[src/rtl/sram_stream_ctrl.sv]
// Burst-to-SRAM stream initiator: write stream in, read stream out via a 2-entry FIFO.
// Optional SRAM_STREAM_BOUNDS_CHK_EN rejects bursts running past DEPTH (done+err, no access).
module sram_stream_ctrl #(
    parameter int DATA_WIDTH = 128,
    parameter int DEPTH      = 2048,
    parameter int ADDR_WIDTH = $clog2(DEPTH),
    parameter int LEN_WIDTH  = ADDR_WIDTH + 1
) (
    input  logic                  clk,
    input  logic                  rst_n,
    input  logic                  cmd_valid,
    output logic                  cmd_ready,
    input  logic                  cmd_write,
    input  logic [ADDR_WIDTH-1:0] cmd_addr,
    input  logic [LEN_WIDTH-1:0]  cmd_len,
    input  logic                  wr_valid,
    output logic                  wr_ready,
    input  logic [DATA_WIDTH-1:0] wr_data,
    output logic                  rd_valid,
    input  logic                  rd_ready,
    output logic [DATA_WIDTH-1:0] rd_data,
    output logic                  rd_last,
    output logic                  sram_en,
    output logic                  sram_we,
    output logic [ADDR_WIDTH-1:0] sram_addr,
    output logic [DATA_WIDTH-1:0] sram_wdata,
    input  logic [DATA_WIDTH-1:0] sram_rdata,
    output logic                  busy,
    output logic                  done,
    output logic                  err
);

    // state | meaning
    // IDLE  | waiting for a command, cmd_ready high
    // WRITE | one SRAM write per accepted write-stream word
    // READ  | issuing reads while FIFO space allows, draining FIFO to the read stream
    // DONE  | one-cycle done (and err) pulse
    typedef enum logic [1:0] {IDLE, WRITE, READ, DONE} state_t;

    state_t                state_q, state_d;
    logic [ADDR_WIDTH-1:0] addr_q, addr_nxt;
    logic [LEN_WIDTH-1:0]  issue_left_q;
    logic [LEN_WIDTH-1:0]  deliver_left_q;
    logic                  err_q;
    logic                  inflight_q;
    logic [DATA_WIDTH-1:0] fifo_mem [2];
    logic                  fifo_wr_ptr, fifo_rd_ptr;
    logic [1:0]            fifo_count;
    logic                  bounds_bad;
    logic                  accept, wr_step, rd_issue, rd_pop, fifo_space;

`ifdef SRAM_STREAM_BOUNDS_CHK_EN
    logic [LEN_WIDTH:0] cmd_end;
    assign cmd_end    = {2'b00, cmd_addr} + {1'b0, cmd_len};
    assign bounds_bad = cmd_end > (LEN_WIDTH+1)'(DEPTH);
`else
    assign bounds_bad = 1'b0;
`endif

    assign addr_nxt   = (addr_q == ADDR_WIDTH'(DEPTH - 1)) ? '0 : addr_q + ADDR_WIDTH'(1);
    assign rd_valid   = (fifo_count != 2'd0);
    assign rd_data    = fifo_mem[fifo_rd_ptr];
    assign rd_last    = rd_valid && (deliver_left_q == LEN_WIDTH'(1));
    assign rd_pop     = rd_valid && rd_ready;
    // Count an in-flight read as occupying a FIFO slot so capture never overflows.
    assign fifo_space = ({1'b0, fifo_count} + {2'b00, inflight_q}) < (3'd2 + {2'b00, rd_pop});
    assign sram_addr  = addr_q;
    assign sram_wdata = wr_data;
    assign err        = (state_q == DONE) && err_q;

    always_ff @(posedge clk) begin
        if (!rst_n) state_q <= IDLE;
        else        state_q <= state_d;
    end

    always_comb begin
        state_d   = state_q;
        cmd_ready = 1'b0;
        wr_ready  = 1'b0;
        sram_en   = 1'b0;
        sram_we   = 1'b0;
        done      = 1'b0;
        accept    = 1'b0;
        wr_step   = 1'b0;
        rd_issue  = 1'b0;
        busy      = (state_q != IDLE);
        case (state_q)
            IDLE: begin
                cmd_ready = rst_n;
                accept    = cmd_valid && rst_n;
                if (accept) begin
                    if (cmd_len == '0 || bounds_bad) state_d = DONE;
                    else if (cmd_write)               state_d = WRITE;
                    else                              state_d = READ;
                end
            end
            WRITE: begin
                wr_ready = 1'b1;
                wr_step  = wr_valid;
                sram_en  = wr_valid;
                sram_we  = wr_valid;
                if (wr_valid && issue_left_q == LEN_WIDTH'(1)) state_d = DONE;
            end
            READ: begin
                rd_issue = (issue_left_q != '0) && fifo_space;
                sram_en  = rd_issue;
                if (rd_pop && deliver_left_q == LEN_WIDTH'(1)) state_d = DONE;
            end
            DONE: begin
                done    = 1'b1;
                state_d = IDLE;
            end
            default: state_d = IDLE;
        endcase
    end

    always_ff @(posedge clk) begin
        if (!rst_n) begin
            addr_q         <= '0;
            issue_left_q   <= '0;
            deliver_left_q <= '0;
            err_q          <= 1'b0;
            inflight_q     <= 1'b0;
            fifo_wr_ptr    <= 1'b0;
            fifo_rd_ptr    <= 1'b0;
            fifo_count     <= 2'd0;
            fifo_mem[0]    <= '0;
            fifo_mem[1]    <= '0;
        end else begin
            if (accept) begin
                addr_q       <= cmd_addr;
                issue_left_q <= cmd_len;
                err_q        <= bounds_bad;
            end else if (wr_step || rd_issue) begin
                addr_q       <= addr_nxt;
                issue_left_q <= issue_left_q - LEN_WIDTH'(1);
            end
            if (accept)      deliver_left_q <= cmd_len;
            else if (rd_pop) deliver_left_q <= deliver_left_q - LEN_WIDTH'(1);
            inflight_q <= rd_issue;
            if (inflight_q) begin
                fifo_mem[fifo_wr_ptr] <= sram_rdata;
                fifo_wr_ptr           <= ~fifo_wr_ptr;
            end
            if (rd_pop) fifo_rd_ptr <= ~fifo_rd_ptr;
            fifo_count <= fifo_count + {1'b0, inflight_q} - {1'b0, rd_pop};
        end
    end

endmodule

[config.mk]
export PLATFORM = sky130hd
export DESIGN_NAME = sram_stream_ctrl
export DESIGN_NICKNAME = d
export VERILOG_FILES = /design/src/rtl/sram_stream_ctrl.sv
export SDC_FILE = /design/constraint.sdc
export NUM_CORES = 1
export LEC_CHECK = 0
export BUFFER_PORTS_ARGS = -buffer_cell sky130_fd_sc_hd__buf_2
export CAP_MARGIN = 40
export CORE_AREA = 2 2 217 219
export DETAILED_ROUTE_END_ITERATION = 10
export DIE_AREA = 0 0 219 221
export GPL_ROUTABILITY_DRIVEN = 0
export MAX_ROUTING_LAYER = met4
export PLACE_DENSITY = 0.57
export SLEW_MARGIN = 40
export SYNTH_ARGS = -nofsm -noshare
export SYNTH_HDL_FRONTEND = slang
export SYNTH_SLANG_ARGS = --single-unit
[constraint.sdc]
create_clock -name clk -period 10.18 [get_ports clk]
set_input_delay 1.527 -clock clk [delete_from_list [all_inputs] [get_ports clk]]
set_output_delay 1.527 -clock clk [all_outputs]
set_load 0.01 [all_outputs]
==> results.yml <==
synthesis:
  synthTopCellsByArea: "edfxtp_1 53%, and2_1 11%, mux2_2 10%, buf_4 6.7%, dfxtp_1 6.0%"
  ys.flop_type: "edfxtp_1"
  yosys-top-cells-count: "261 x and2_1, 256 x edfxtp_1, 129 x buf_4, 129 x mux2_2, 52 x clkbuf_1"
  synthCells: 1114
  postSynth.asyncResetShare_pct: 0
  netlist.area_leader.share_pct: 53.31
  synth.avg_cell_area_um2: 12.94
  yosysTopAreaCell: "edfxtp_1"
  ys_warn_count: 0
  synthDistinctLibCells: 60
  ys_ff_latch: 299
  synth_edf_count: 256
  syn_area_um2: 14420
  synth_fp_nets: 1414
  yosysSeqAreaShare_pct: 59.28
  yosysMostFrequentCell: "and2_1"
sta:
  finalSetupTns_ns: 0
  finalClockSkew_ns: 0.009784
  rsz0062_at_grt: "no"
  maxSlewViolCount: 0
  period_share_pct: 44.71
  period_needed_ns: 4.551
  hold_viol: 0
  fmax_mhz: 219.7
  setup_viol: 0
  worst_pin_slew_ns: 0.7739
  whs_ns: 0.5119
  max_slew_margin_pct: 48.41
clock_tree:
  cts_setup_buffers: 0
  cts_tree: "done"
  clk-insertion-delay-late_ns: 0.52
  htreeDepth: 2
  clockBufferDepth: 3
  ctsResizeCount: 0
  cts-root-buf: "clkbuf_16"
  path_clk_slew_ns: 0.06
  cts_buffers: 34
  cts_hold_buf: 0
  clock-sinks: 299
floorplan:
  die-area_um2: 48400
  die_y_um: 221
  initial_utilization_pct: 31.31
  core_region_area_um2: 46060
  num_rows: 79
  die_x_um: 219
  top_level_ports: 561
cells_and_area:
  instances_no_fill: 1916
  drive_gt1_share_pct: 39.22
  finish.utilization_pct: 36.31
  fill_cells: 4547
  nNetsFinal: 1578
  area_growth_syn_to_layout_pct: 15.98
grt:
  grt_pass1_vias: 8878
  grt_util_all_layers_pct: 15.67
  grt_max_degree: 76
  gr-total-overflow: 0
  grt_antenna_before_repair: 6
  grt_pass1_wl_mm: 55.60
pwr:
  cellLeakagePower_nw: 6.738
  pwr_density_cell_nw_per_um2: 229.5
  power_mw: 3.839
  worst_ir_drop_vdd_uv: 148.4
setup_path:
  path_cells: "buf_2 -> clkinv_1 -> nor2_1 -> buf_2"
  r2r_start: "inflight_q"
  worstSetupEndpoint: "cmd_ready"
  r2r_slack_ns: 7.40
  crit_start: "rst_n"
  rr_worst_depth: 7
  critical_path_class: "in2out"
  cp-start-kind: "primary input"
  path_max_fanout: 26
  cp.required_ns: 8.65
  r2r-end: "issue_left_q[3]"
  cp_slowest_cell: "clkinv_1"
  critPathMostFrequentCell: "buf_2"
  endpoint_kind: "primary output"
  slowest_delay_ns: 0.62
  crit_arrival_ns: 3.02
route:
  dr_total_vias: 8912
  totalWireLength_mm: 37.86
  avgViaCountPerCell: 4.651
  post_drt_wl_per_cell_um: 19.76
  drt-initial-drc-count: 569
  firstDrtPassIters: 5
  postRouteAntennaNets: 0
  route.detailed.drc: 0
place:
  dp_cells: 1849
  portBuffers: 303
  dp_hpwl_mm: 26.29
worst_hold_path:
  hold_path_class: "reg2reg"
run:
  cap_viol_max_count: 0
status:
  status: "finished clean"
[worst max-delay path, delay by kind of cell]
family	cells	cell delay (ns)
buffers and inverters	3	1.20
and+or+nand+nor	1	0.29
[stage by stage]
stage          setup WS (ns)  instance area [um^2]
3_5_place_dp           5.622                 15620
4_1_cts                5.612                 16700
5_1_grt                5.429                 16720
3_3_place_gp           5.601                 15600
2_1_floorplan          3.456                 14420
6_report               5.629                 16720
[flip-flops by register name, summed over array words and instances, names as in the netlist, 2 cells and up, named ones only]
name,cells
fifo_mem,256
deliver_left_q,12
sram_addr,11
fifo_count,2
state_q,2
issue_left_q,12
[logic make-up (layout without fill, tap and decap cells)]
logic type / after synthesis / count (layout) / synth area share [%]
and+or+nand+nor: 367 / 367 / 15.58
xor gates and xnor gates: 13 / 13 / 0.7896
DFF: 299 / 299 / 59.28
adders and majority gates: 15 / 15 / 1.302
buffers and inverters: 201 / 390 / 8.738
muxes: 133 / 133 / 10.36
AOI/OAI and AO/OA: 85 / 85 / 3.931
other: 1 / 7 / 0.02601
[placed cells by master, fill, tap and decap left out, drive strengths merged, types with 4 or more instances in the layout]
master,instances
nor2,15
diode,6
nand3,10
buf,313
clkinv,15
a21oi,16
xor2,6
or3,15
a31oi,17
o21ai,24
clkbuf,42
xnor2,7
and2,261
o31ai,7
nand4,5
dfxtp,43
nor4,5
ha,15
mux2,130
edfxtp,256
or4,11
nand2,22
inv,15
nor3,4
[power breakdown]
part	internal (mW)	total, mW	switching [mW]
clock network	0.712	1.19	0.481
registers	1.49	1.59	0.0938
logic	0.471	1.06	0.590
total	2.67	3.84	1.16
[layer usage]
metal / part of all wire [%] / GRT usage (%) / vias up
li1: - / - / 4168
met1: 39 / 17.90 / 4253
met2: 45 / 23.46 / 418
met3: 13 / 8.206 / 73
met4: 2.9 / 5.384 / 0
met5: 0 / - / -
[worst min path at each step]
| stage | startpoint | end | slack, ns | cells after the start |
|---|---|---|---|---|
| after floorplan | issue_left_q[5] | issue_left_q[5] | 0.47 | 2 |
| final | issue_left_q[8] | issue_left_q[8] | 0.51 | 2 |
| after global routing | state_q[1] | state_q[1] | 0.55 | 2 |
| after global placement | issue_left_q[8] | issue_left_q[8] | 0.49 | 2 |
| after CTS | issue_left_q[8] | issue_left_q[8] | 0.51 | 2 |
| after detailed placement | fifo_rd_ptr | register | 0.49 | 2 |
[cell type report]
| class | count | area [um^2] | area share (%) |
|---|---|---|---|
| flip-flops and latches | 299 | 8552 | 51.13 |
| multi-input cells | 614 | 4641 | 27.75 |
| repair buffers | 313 | 1619 | 9.681 |
| clock buffers | 42 | 912.1 | 5.454 |
| well taps | 607 | 759.5 | 4.541 |
| clock inverters | 19 | 166.4 | 0.9950 |
| inverters | 16 | 60.06 | 0.3591 |
| diodes | 6 | 15.01 | 0.08977 |
(Power assumes the default switching activity.)
